`src/rtl/glitch_pkg.sv`:
```
// -----------------------------------------------------------------------------
// glitch_pkg
// Shared definitions for the glitch scheduler:
//   glitch_state_t : FSM state encoding (IDLE, ARMED, DELAY, PULSE, GAP)
//   LFSR_SEED      : reset value of the optional jitter LFSR
//   JITTER_W       : width of the random offset added to DELAY/GAP lengths
//   LFSR_TAPS      : Galois feedback mask for the 16-bit maximal-length LFSR
// -----------------------------------------------------------------------------
package glitch_pkg;

  typedef enum logic [2:0] {
    IDLE  = 3'd0,
    ARMED = 3'd1,
    DELAY = 3'd2,
    PULSE = 3'd3,
    GAP   = 3'd4
  } glitch_state_t;

  localparam logic [15:0] LFSR_SEED = 16'hACE1;
  localparam logic [15:0] LFSR_TAPS = 16'hB400;
  localparam int          JITTER_W  = 3;

endpackage

```
`src/rtl/glitch_lfsr.sv`:
```
// -----------------------------------------------------------------------------
// glitch_lfsr
// 16-bit Galois LFSR, reseeded to LFSR_SEED on reset and advanced every clock.
// Its low JITTER_W bits supply the random DELAY/GAP offset of the scheduler.
// The module only exists when GLITCH_SCHED_JITTER_EN is defined, so a default
// build carries no LFSR logic at all.
// Ports:
//   clk    : clock, rising edge
//   reset  : asynchronous, active-high
//   jitter : current random offset, 0..2^JITTER_W-1
// -----------------------------------------------------------------------------
`ifdef GLITCH_SCHED_JITTER_EN
module glitch_lfsr
  import glitch_pkg::*;
(
  input  logic                clk,
  input  logic                reset,
  output logic [JITTER_W-1:0] jitter
);

  logic [15:0] lfsr;

  always_ff @(posedge clk or posedge reset) begin
    if (reset) begin
      lfsr <= LFSR_SEED;
    end else begin
      lfsr <= {1'b0, lfsr[15:1]} ^ (lfsr[0] ? LFSR_TAPS : 16'h0000);
    end
  end

  assign jitter = lfsr[JITTER_W-1:0];

endmodule
`endif

```
`src/rtl/glitch_scheduler.sv`:
```
// -----------------------------------------------------------------------------
// glitch_scheduler
// Arms a fault-injection campaign on start, waits for trigger, then after a
// programmable delay emits pulses_cfg pulses of dur_cfg cycles separated by
// gap_cfg cycles on one selected injector channel, either on the random
// (enable) or the specific-value (enable_specific) enable vector.
//
// Optional build macro GLITCH_SCHED_JITTER_EN: adds a 0..7 cycle random offset
// (from glitch_lfsr) to every DELAY and GAP length.
//
// Ports:
//   clk, reset                  : clock (rising edge), async active-high reset
//   start                       : arm a campaign (accepted only in IDLE)
//   abort                       : cancel everything, wins over start/trigger
//   trigger                     : launch the armed sequence
//   target_sel, specific_mode   : channel and vector select (latched on start)
//   delay_cfg, dur_cfg, gap_cfg : cycle counts (latched on start)
//   pulses_cfg                  : pulse count (latched on start, 0 means 1)
//   enable, enable_specific     : registered one-hot injector enables
//   busy                        : registered, high whenever not IDLE
//   done                        : registered one-cycle completion pulse
// -----------------------------------------------------------------------------
module glitch_scheduler
  import glitch_pkg::*;
#(
  parameter int NUM_TARGETS = 4,
  parameter int CNT_W       = 16,
  parameter int REP_W       = 8
) (
  input  logic                           clk,
  input  logic                           reset,
  input  logic                           start,
  input  logic                           abort,
  input  logic                           trigger,
  input  logic [$clog2(NUM_TARGETS)-1:0] target_sel,
  input  logic                           specific_mode,
  input  logic [CNT_W-1:0]               delay_cfg,
  input  logic [CNT_W-1:0]               dur_cfg,
  input  logic [CNT_W-1:0]               gap_cfg,
  input  logic [REP_W-1:0]               pulses_cfg,
  output logic [NUM_TARGETS-1:0]         enable,
  output logic [NUM_TARGETS-1:0]         enable_specific,
  output logic                           busy,
  output logic                           done
);

  localparam int TSW = $clog2(NUM_TARGETS);

  // Jitter widens the down-counter by one bit so a maximum length plus the
  // offset can never wrap.
`ifdef GLITCH_SCHED_JITTER_EN
  localparam int CW = CNT_W + 1;
  logic [JITTER_W-1:0] jitter;

  glitch_lfsr u_lfsr (
    .clk    (clk),
    .reset  (reset),
    .jitter (jitter)
  );
`else
  localparam int CW = CNT_W;
`endif

  glitch_state_t          state;
  logic                   launch_pend;
  logic [CW-1:0]          cnt;
  logic [REP_W-1:0]       pulses_left;
  logic [CNT_W-1:0]       delay_lat;
  logic [CNT_W-1:0]       dur_lat;
  logic [CNT_W-1:0]       gap_lat;
  logic [TSW-1:0]         tgt_lat;
  logic                   spec_lat;

  logic [CW-1:0]          eff_delay;
  logic [CW-1:0]          eff_gap;
  logic [CNT_W-1:0]       dur_last;
  logic [NUM_TARGETS-1:0] tgt_onehot;

`ifdef GLITCH_SCHED_JITTER_EN
  assign eff_delay = CW'(delay_lat) + CW'(jitter);
  assign eff_gap   = CW'(gap_lat) + CW'(jitter);
`else
  assign eff_delay = delay_lat;
  assign eff_gap   = gap_lat;
`endif

  // Terminal count for a pulse; a zero duration behaves as one cycle.
  assign dur_last   = (dur_lat == '0) ? '0 : dur_lat - CNT_W'(1);
  assign tgt_onehot = NUM_TARGETS'(1) << tgt_lat;

  // A sampled trigger is first recorded in launch_pend and acted on one edge
  // later. This extra cycle is what places the first pulse at k+1+delay for a
  // zero delay as well, while DELAY itself still lasts exactly delay cycles.
  always_ff @(posedge clk or posedge reset) begin
    if (reset) begin
      state           <= IDLE;
      launch_pend     <= 1'b0;
      cnt             <= '0;
      pulses_left     <= '0;
      delay_lat       <= '0;
      dur_lat         <= '0;
      gap_lat         <= '0;
      tgt_lat         <= '0;
      spec_lat        <= 1'b0;
      enable          <= '0;
      enable_specific <= '0;
      busy            <= 1'b0;
      done            <= 1'b0;
    end else begin
      done <= 1'b0;
      if (abort) begin
        state           <= IDLE;
        launch_pend     <= 1'b0;
        cnt             <= '0;
        enable          <= '0;
        enable_specific <= '0;
        busy            <= 1'b0;
      end else begin
        unique case (state)
          IDLE: begin
            if (start) begin
              delay_lat   <= delay_cfg;
              dur_lat     <= dur_cfg;
              gap_lat     <= gap_cfg;
              tgt_lat     <= target_sel;
              spec_lat    <= specific_mode;
              pulses_left <= (pulses_cfg == '0) ? '0 : pulses_cfg - REP_W'(1);
              launch_pend <= 1'b0;
              busy        <= 1'b1;
              state       <= ARMED;
            end
          end

          ARMED: begin
            if (launch_pend) begin
              launch_pend <= 1'b0;
              if (eff_delay != '0) begin
                cnt   <= eff_delay - CW'(1);
                state <= DELAY;
              end else begin
                cnt             <= CW'(dur_last);
                enable          <= spec_lat ? '0 : tgt_onehot;
                enable_specific <= spec_lat ? tgt_onehot : '0;
                state           <= PULSE;
              end
            end else if (trigger) begin
              launch_pend <= 1'b1;
            end
          end

          DELAY: begin
            if (cnt == '0) begin
              cnt             <= CW'(dur_last);
              enable          <= spec_lat ? '0 : tgt_onehot;
              enable_specific <= spec_lat ? tgt_onehot : '0;
              state           <= PULSE;
            end else begin
              cnt <= cnt - CW'(1);
            end
          end

          PULSE: begin
            if (cnt != '0) begin
              cnt <= cnt - CW'(1);
            end else if (pulses_left == '0) begin
              enable          <= '0;
              enable_specific <= '0;
              busy            <= 1'b0;
              done            <= 1'b1;
              state           <= IDLE;
            end else begin
              pulses_left <= pulses_left - REP_W'(1);
              if (eff_gap != '0) begin
                cnt             <= eff_gap - CW'(1);
                enable          <= '0;
                enable_specific <= '0;
                state           <= GAP;
              end else begin
                // Back-to-back pulse: the enable simply stays high.
                cnt <= CW'(dur_last);
              end
            end
          end

          GAP: begin
            if (cnt == '0) begin
              cnt             <= CW'(dur_last);
              enable          <= spec_lat ? '0 : tgt_onehot;
              enable_specific <= spec_lat ? tgt_onehot : '0;
              state           <= PULSE;
            end else begin
              cnt <= cnt - CW'(1);
            end
          end

          default: begin
            enable          <= '0;
            enable_specific <= '0;
            busy            <= 1'b0;
            state           <= IDLE;
          end
        endcase
      end
    end
  end

endmodule

```
`config.mk`:
```
export PLATFORM = sky130hd
export DESIGN_NAME = glitch_scheduler
export DESIGN_NICKNAME = d
export VERILOG_FILES = /design/src/rtl/glitch_pkg.sv /design/src/rtl/glitch_lfsr.sv /design/src/rtl/glitch_scheduler.sv
export SDC_FILE = /design/constraint.sdc
export NUM_CORES = 1
export LEC_CHECK = 0
export BUFFER_PORTS_ARGS = -buffer_cell sky130_fd_sc_hd__buf_2
export CAP_MARGIN = 20
export CORE_UTILIZATION = 35
export DETAILED_ROUTE_END_ITERATION = 16
export GPL_TIMING_DRIVEN = 1
export PLACE_DENSITY_LB_ADDON = 0.05
export SYNTH_ARGS = -nofsm -noshare
export SYNTH_HDL_FRONTEND = slang
export SYNTH_SLANG_ARGS = --single-unit
export TNS_END_PERCENT = 100
```
`constraint.sdc`:
```
create_clock -name clk -period 7.71 [get_ports clk]
set_input_delay 1.542 -clock clk [delete_from_list [all_inputs] [get_ports clk]]
set_output_delay 1.542 -clock clk [all_outputs]
set_load 0.05 [all_outputs]
```
After elaboration in Yosys (flattened, before gate mapping)
Index checks and enable logic that the tools add are counted. W data, S select, Z words.

Add/subtract/negate cells: 6. Multipliers: 0. Div/mod/pow operators: 0. Magnitude comparators: 0. Equal/unequal tests: 17. Shifts and indexed selects: 1. Multiplexer cells: 52. Bitwise logic cells: 1. Reduce and logical (&&, ||, !) cells: 20.

Operators by type and width (count): $mux W16 (8); $sub A16 B1 Y16 const B (4); $mux W4 (13); $pmux W16 S3 (1); $reduce_bool A16 Y1 (3); $logic_not A16 Y1 (2); $mux W8 (4); $pmux W4 S4 (2); $mux W3 (7); $logic_not A8 Y1 (2); $pmux W8 S2 (1); $sub A8 B1 Y8 const B (2); $ne A3 B3 Y1 const B (5); $mux W1 (13); $pmux W3 S4 (1); $reduce_and A5 Y1 (2); $ne A2 B2 Y1 const B (4); $ne A4 B4 Y1 const B (2); $eq A3 B2 Y1 const B (2); $reduce_and A3 Y1 (2); $reduce_and A6 Y1 (1); $reduce_and A4 Y1 (1); $reduce_bool A4 Y1 (1); $shl A1 B2 Y4 const A (1); 13 further kinds (13).

Register bits after elaboration: 89. Bits in latches: 0. RAM bits: 0. ROM bits: 0. Bits of input ports: 64. Output and inout bits: 10. Word-level logic and storage cells: 110. Memories: 0.

Logic depth before layout (Yosys ltp)
Word-level depth: 7. Gate-level depth with buffers: 9. Gate-level depth less buffers: 8.

Worst setup path before layout
No wires, ideal clock.

Path type: input to register. Start: input abort. End: register enable[0]. Setup time: 128 ps. Arrival: 2937 ps. Required time: 7582 ps. Setup slack: 4645 ps. Stages: 7. Buffers on the path: 1. Cells stage by stage: nand4bb_1 > a31oi_1 > a22oi_1 > nand3_1 > a21o_1 > clkbuf_1 > mux2_1.

Longest elaborated chain between the ends: 2. Elaborated cells on any way between the ends: 8. Those cells by class: 6 x eq/ne; 1 x mux; 1 x reduce/logical.

Ends and longest elaborated chain: start: declaration (RTL line glitch_scheduler.sv:33) `input logic abort,`; $ne A4 B4 Y1 (no source line) (tied with other cells); $reduce_and A6 Y1 (no source line); end signal: assignment (RTL line glitch_scheduler.sv:142) `enable <= spec_lat ? '0 : tgt_onehot;`; end signal: assignment (RTL line glitch_scheduler.sv:154) `enable <= spec_lat ? '0 : tgt_onehot;`; end signal: assignment (RTL line glitch_scheduler.sv:188) `enable <= spec_lat ? '0 : tgt_onehot;`; end: declaration (RTL line glitch_scheduler.sv:41) `output logic [NUM_TARGETS-1:0] enable,`.

Several ways; a longest one is shown, not always the timed one. A chain may end at the register's enable or synchronous reset.

Worst setup path after layout
Start: register cnt[6]. End: register cnt[11].

Longest elaborated chain between the ends: 4. Elaborated cells on any way between the ends: 9. Those cells by class: 1 x add/sub; 1 x eq/ne; 4 x mux; 3 x reduce/logical.

Ends and longest elaborated chain: start: declaration (RTL line glitch_scheduler.sv:66) `logic [CW-1:0] cnt;`; start signal: assignment (RTL line glitch_scheduler.sv:138) `cnt <= eff_delay - CW'(1);`; start signal: assignment (RTL line glitch_scheduler.sv:141) `cnt <= CW'(dur_last);`; start signal: assignment (RTL line glitch_scheduler.sv:153) `cnt <= CW'(dur_last);`; $sub A16 B1 Y16 (tied with other cells) (RTL line glitch_scheduler.sv:158, glitch_scheduler.sv:164, glitch_scheduler.sv:192); $mux W16, on equally long branches (RTL line glitch_scheduler.sv:152, glitch_scheduler.sv:186, glitch_scheduler.sv:163); $pmux W16 S3 (RTL line glitch_scheduler.sv:119) `unique case (state)`; $mux W16 (RTL line glitch_scheduler.sv:111) `if (abort) begin`.

Several ways; a longest one is shown, not always the timed one.

==> impl_results.md <==
* Top cells by area, synth: dfrtp_1 (38%), mux2_2 (10%), nor2_1 (4.5%)
* Clk sinks at 89
* Port Buf Inserts at 73
* VDD IR-drop max at 0.000144 V
* Wirelength per Cell at roughly 18 um
* Worst-Skew Late Latency at around 0.34 ns
* Synth Flop Type: dfrtp_1
* Number of global-route vias before repair at 5096
* Leak at 2.80 nW
* Total Wirelength at 16900 um
* Die Width at 132 um
* Die Y-Extent at 132 um
* Inserted Clock Buffers at 9
* Syn Inst Count at 640
* Slew @ Worst Pin at 1.02 ns
* Setup Buffers After CTS at 0
* Finished Core Util at 41.8%
* Area growth syn-to-layout at 14.7%
* Via density at 5.67
* Core area at 16100 um^2
* Count of cell types in the netlist at 71
* Detail Placement HPWL at 12500 um
* Clock-pin slew on the worst setup and hold paths at about 0.07 ns
* Nets@finish at 774
* Yosys top cell area share at 37.9%
* Critical Path Source Type: flop
* FF+latch count, synth at slightly below 90
* Fmax achieved at 310 MHz
* Row cnt at 46
* Mapped Area at between 5000 and 6000 um^2
* CP dominant cell by count: nor4_1
* Gp weighted congestion at 0.897
* DRT iter0 DRCs at 323
* Final Cycle Share at about two fifths
* Max_cap viols at 0
* Fin. max-slew vios at 0
* CP max-delay cell: o21ai_2
* Drt drc at 0
* Maximum fanout along the worst path at 18
* Worst min path class: flop to flop
* DR pass1 iterations at 7
* Run status: finished, final reports clean
* Share of cells above drive strength 1 at 22.8%
* Clock skew at 0.00751 ns
* Clock root buffer: clkbuf_16
* Crit Path Class: flop to flop
* All-Layer GR Usage at 20.2%
* Clk buf depth at 2
* Max_slew headroom at between 30% and 40%
* Synth warn at 0
* Area leader, netlist: dfrtp_1
* WP buf/inv at 0
* Syn_area_per_cell at 9.17 um^2
* Syn Nets at 713
* CP Cell Sequence: nor4_1, nand3b_1, or2_1, o21ai_2, nor4_1, a211oi_1
* Required time at the worst-slack endpoint at 7.95 ns
* Die area at 17300 um^2
* Setup-failing EPs final at 0
* Antenna-violating nets left at 0
* Final min period at 3.22 ns
* Initial Util at a little over a third
* Sequential-to-total area share from yosys stat at 37.9%
* Post-synth ARST share at 100%
* H-tree levels at 3
* CTS tree: yes
* GR Overflow Total at 0
* Worst path top cell family by delay: simple AND/OR/NAND/NOR gates
* Max stage delay on crit path at 0.77 ns
* Setup_tns at 0 ns
* Largest net degree at the start of global routing at 55
* P per Cell Area at 381 nW/um^2
* Hold Vio Cnt, Final at 0
* Crit path capture type: flop
* First-pass GRT wire length at approximately 27000 um
* EDFF count, synth at 0
* Num ports at 74
* Resize count post-CTS at 0
* Total number of vias at approximately 5200
* RSZ-0062 raised after global routing: false
* Crit path DAT at roughly 3.5 ns
* Inserted Diodes at 0
* Hold_buf cts at 0
* Initial antenna violation count at 0
[cell families after synthesis]
family	after synthesis	share of synthesized area, %
adder cells (fa/ha/maj)	9	1.92
AND/OR/NAND/NOR	243	21.7
AO/OA/AOI/OAI	143	16.2
XOR/XNOR	43	6.42
flip-flops	89	37.9
multiplexers	67	12.8
buffers and inverters	46	3.07
[layout make-up]
cell class,count,area (um^2)
Fill cell,1662,9380
Multi-Input combinational cell,505,3460
Sequential cell,89,2230
Timing Repair Buffer,78,403
Tap cell,216,270
Clock buffer,11,243
Inverter,18,68.8
Clock inverter,5,55.1
[through the flow]
step / total power [mW] / instances / hold slack [ns] / worst slack (ns) / instance area, um^2
4_1_cts: 2.57 / 922 / 0.490 / 4.49 / 6730
2_1_floorplan: 1.76 / 640 / 0.472 / 3.86 / 5870
5_1_grt: 2.76 / 922 / 0.507 / 4.21 / 6730
3_5_place_dp: 2.11 / 906 / 0.475 / 4.11 / 6430
3_3_place_gp: 2.09 / 906 / 0.472 / 4.16 / 6430
6_report: 2.56 / 922 / 0.482 / 4.49 / 6730
[worst paths after layout]
kind | to | depth (start not counted) | slack, ns | start
min in group asynchronous | delay_lat[14]$_DFFE_PP0P_ | 2 | 1.24 | reset
max in group asynchronous | eff_gap[10]$_DFFE_PP0P_ | 3 | 5.33 | reset
hold / removal | enable[1]$_DFFE_PP0P_ | 1 | 0.48 | enable[1]$_DFFE_PP0P_
hold reg to reg | enable[1]$_DFFE_PP0P_ | 1 | 0.48 | enable[1]$_DFFE_PP0P_
setup reg to reg | cnt[11]$_DFFE_PP0P_ | 6 | 4.49 | cnt[6]$_DFFE_PP0P_
setup / recovery | cnt[11]$_DFFE_PP0P_ | 6 | 4.49 | cnt[6]$_DFFE_PP0P_
[flip-flops by register name, indices dropped and copies added (netlist names)]
signal,flops
busy,1
cnt,16
delay_lat,16
done,1
dur_lat,16
eff_gap,16
enable,4
enable_specific,4
launch_pend,1
pulses_left,8
spec_lat,1
state,3
tgt_lat,2
[routing by layer]
metal	global-route usage, %	vias up	routed length [um]	part of all wire, %
li1	-	2511	-	-
met1	27.9	2541	8020	48
met3	4.51	21	904	5.4
met4	6.91	0	338	2.0
met5	0	-	0	0
met2	30.7	152	7590	45
[power breakdown]
| group | internal, mW | total (mW) | switching [mW] | leakage (nW) |
|---|---|---|---|---|
| Clock | 0.259 | 0.448 | 0.189 | 0.142 |
| Sequential | 0.673 | 0.961 | 0.288 | 1.09 |
| Combinational | 0.493 | 1.15 | 0.661 | 1.57 |
| Total | 1.43 | 2.56 | 1.14 | 2.80 |
[placed cells by master (no fill, tap or decap), types with 7 or more instances in the layout]
cell type,netlist,final
a21oi_1,33,33
a31oi_1,10,10
buf_2,3,73
clkbuf_16,0,9
dfrtp_1,89,89
ha_1,9,9
inv_1,18,17
mux2_1,9,9
mux2_2,54,54
nand2_1,47,47
nand2b_1,7,7
nand3_1,17,17
nand4_1,8,8
nor2_1,70,70
nor3_1,32,32
nor4_1,13,13
o21ai_0,28,28
o22ai_1,7,7
o31ai_1,10,10
xnor2_1,20,20
xor2_1,23,23
[synthesized netlist by cell type (3+ instances only)]
| cell | number |
|---|---|
| a211o_1 | 4 |
| xor2_1 | 23 |
| clkbuf_1 | 23 |
| or4_1 | 6 |
| nor2_1 | 70 |
| nand3b_1 | 5 |
| a21boi_0 | 3 |
| nor4_2 | 3 |
| inv_1 | 18 |
| nor3_1 | 32 |
| nor4b_1 | 3 |
| o221ai_1 | 3 |
| buf_2 | 3 |
| dfrtp_1 | 89 |
| or3_1 | 4 |
| o32ai_1 | 3 |
| nand2b_1 | 7 |
| nand3_1 | 17 |
| a221oi_1 | 3 |
| ha_1 | 9 |
| o31ai_1 | 10 |
| o21ai_0 | 28 |
| mux2i_1 | 4 |
| nor3b_1 | 4 |
| mux2_1 | 9 |
| nand2_1 | 47 |
| nand4b_1 | 6 |
| nor4_1 | 13 |
| o211ai_1 | 6 |
| a21o_1 | 3 |
| a31oi_1 | 10 |
| nand4_1 | 8 |
| mux2_2 | 54 |
| a211oi_1 | 6 |
| a21oi_1 | 33 |
| o22ai_1 | 7 |
| xnor2_1 | 20 |
Power figures use the tool's default switching activity.
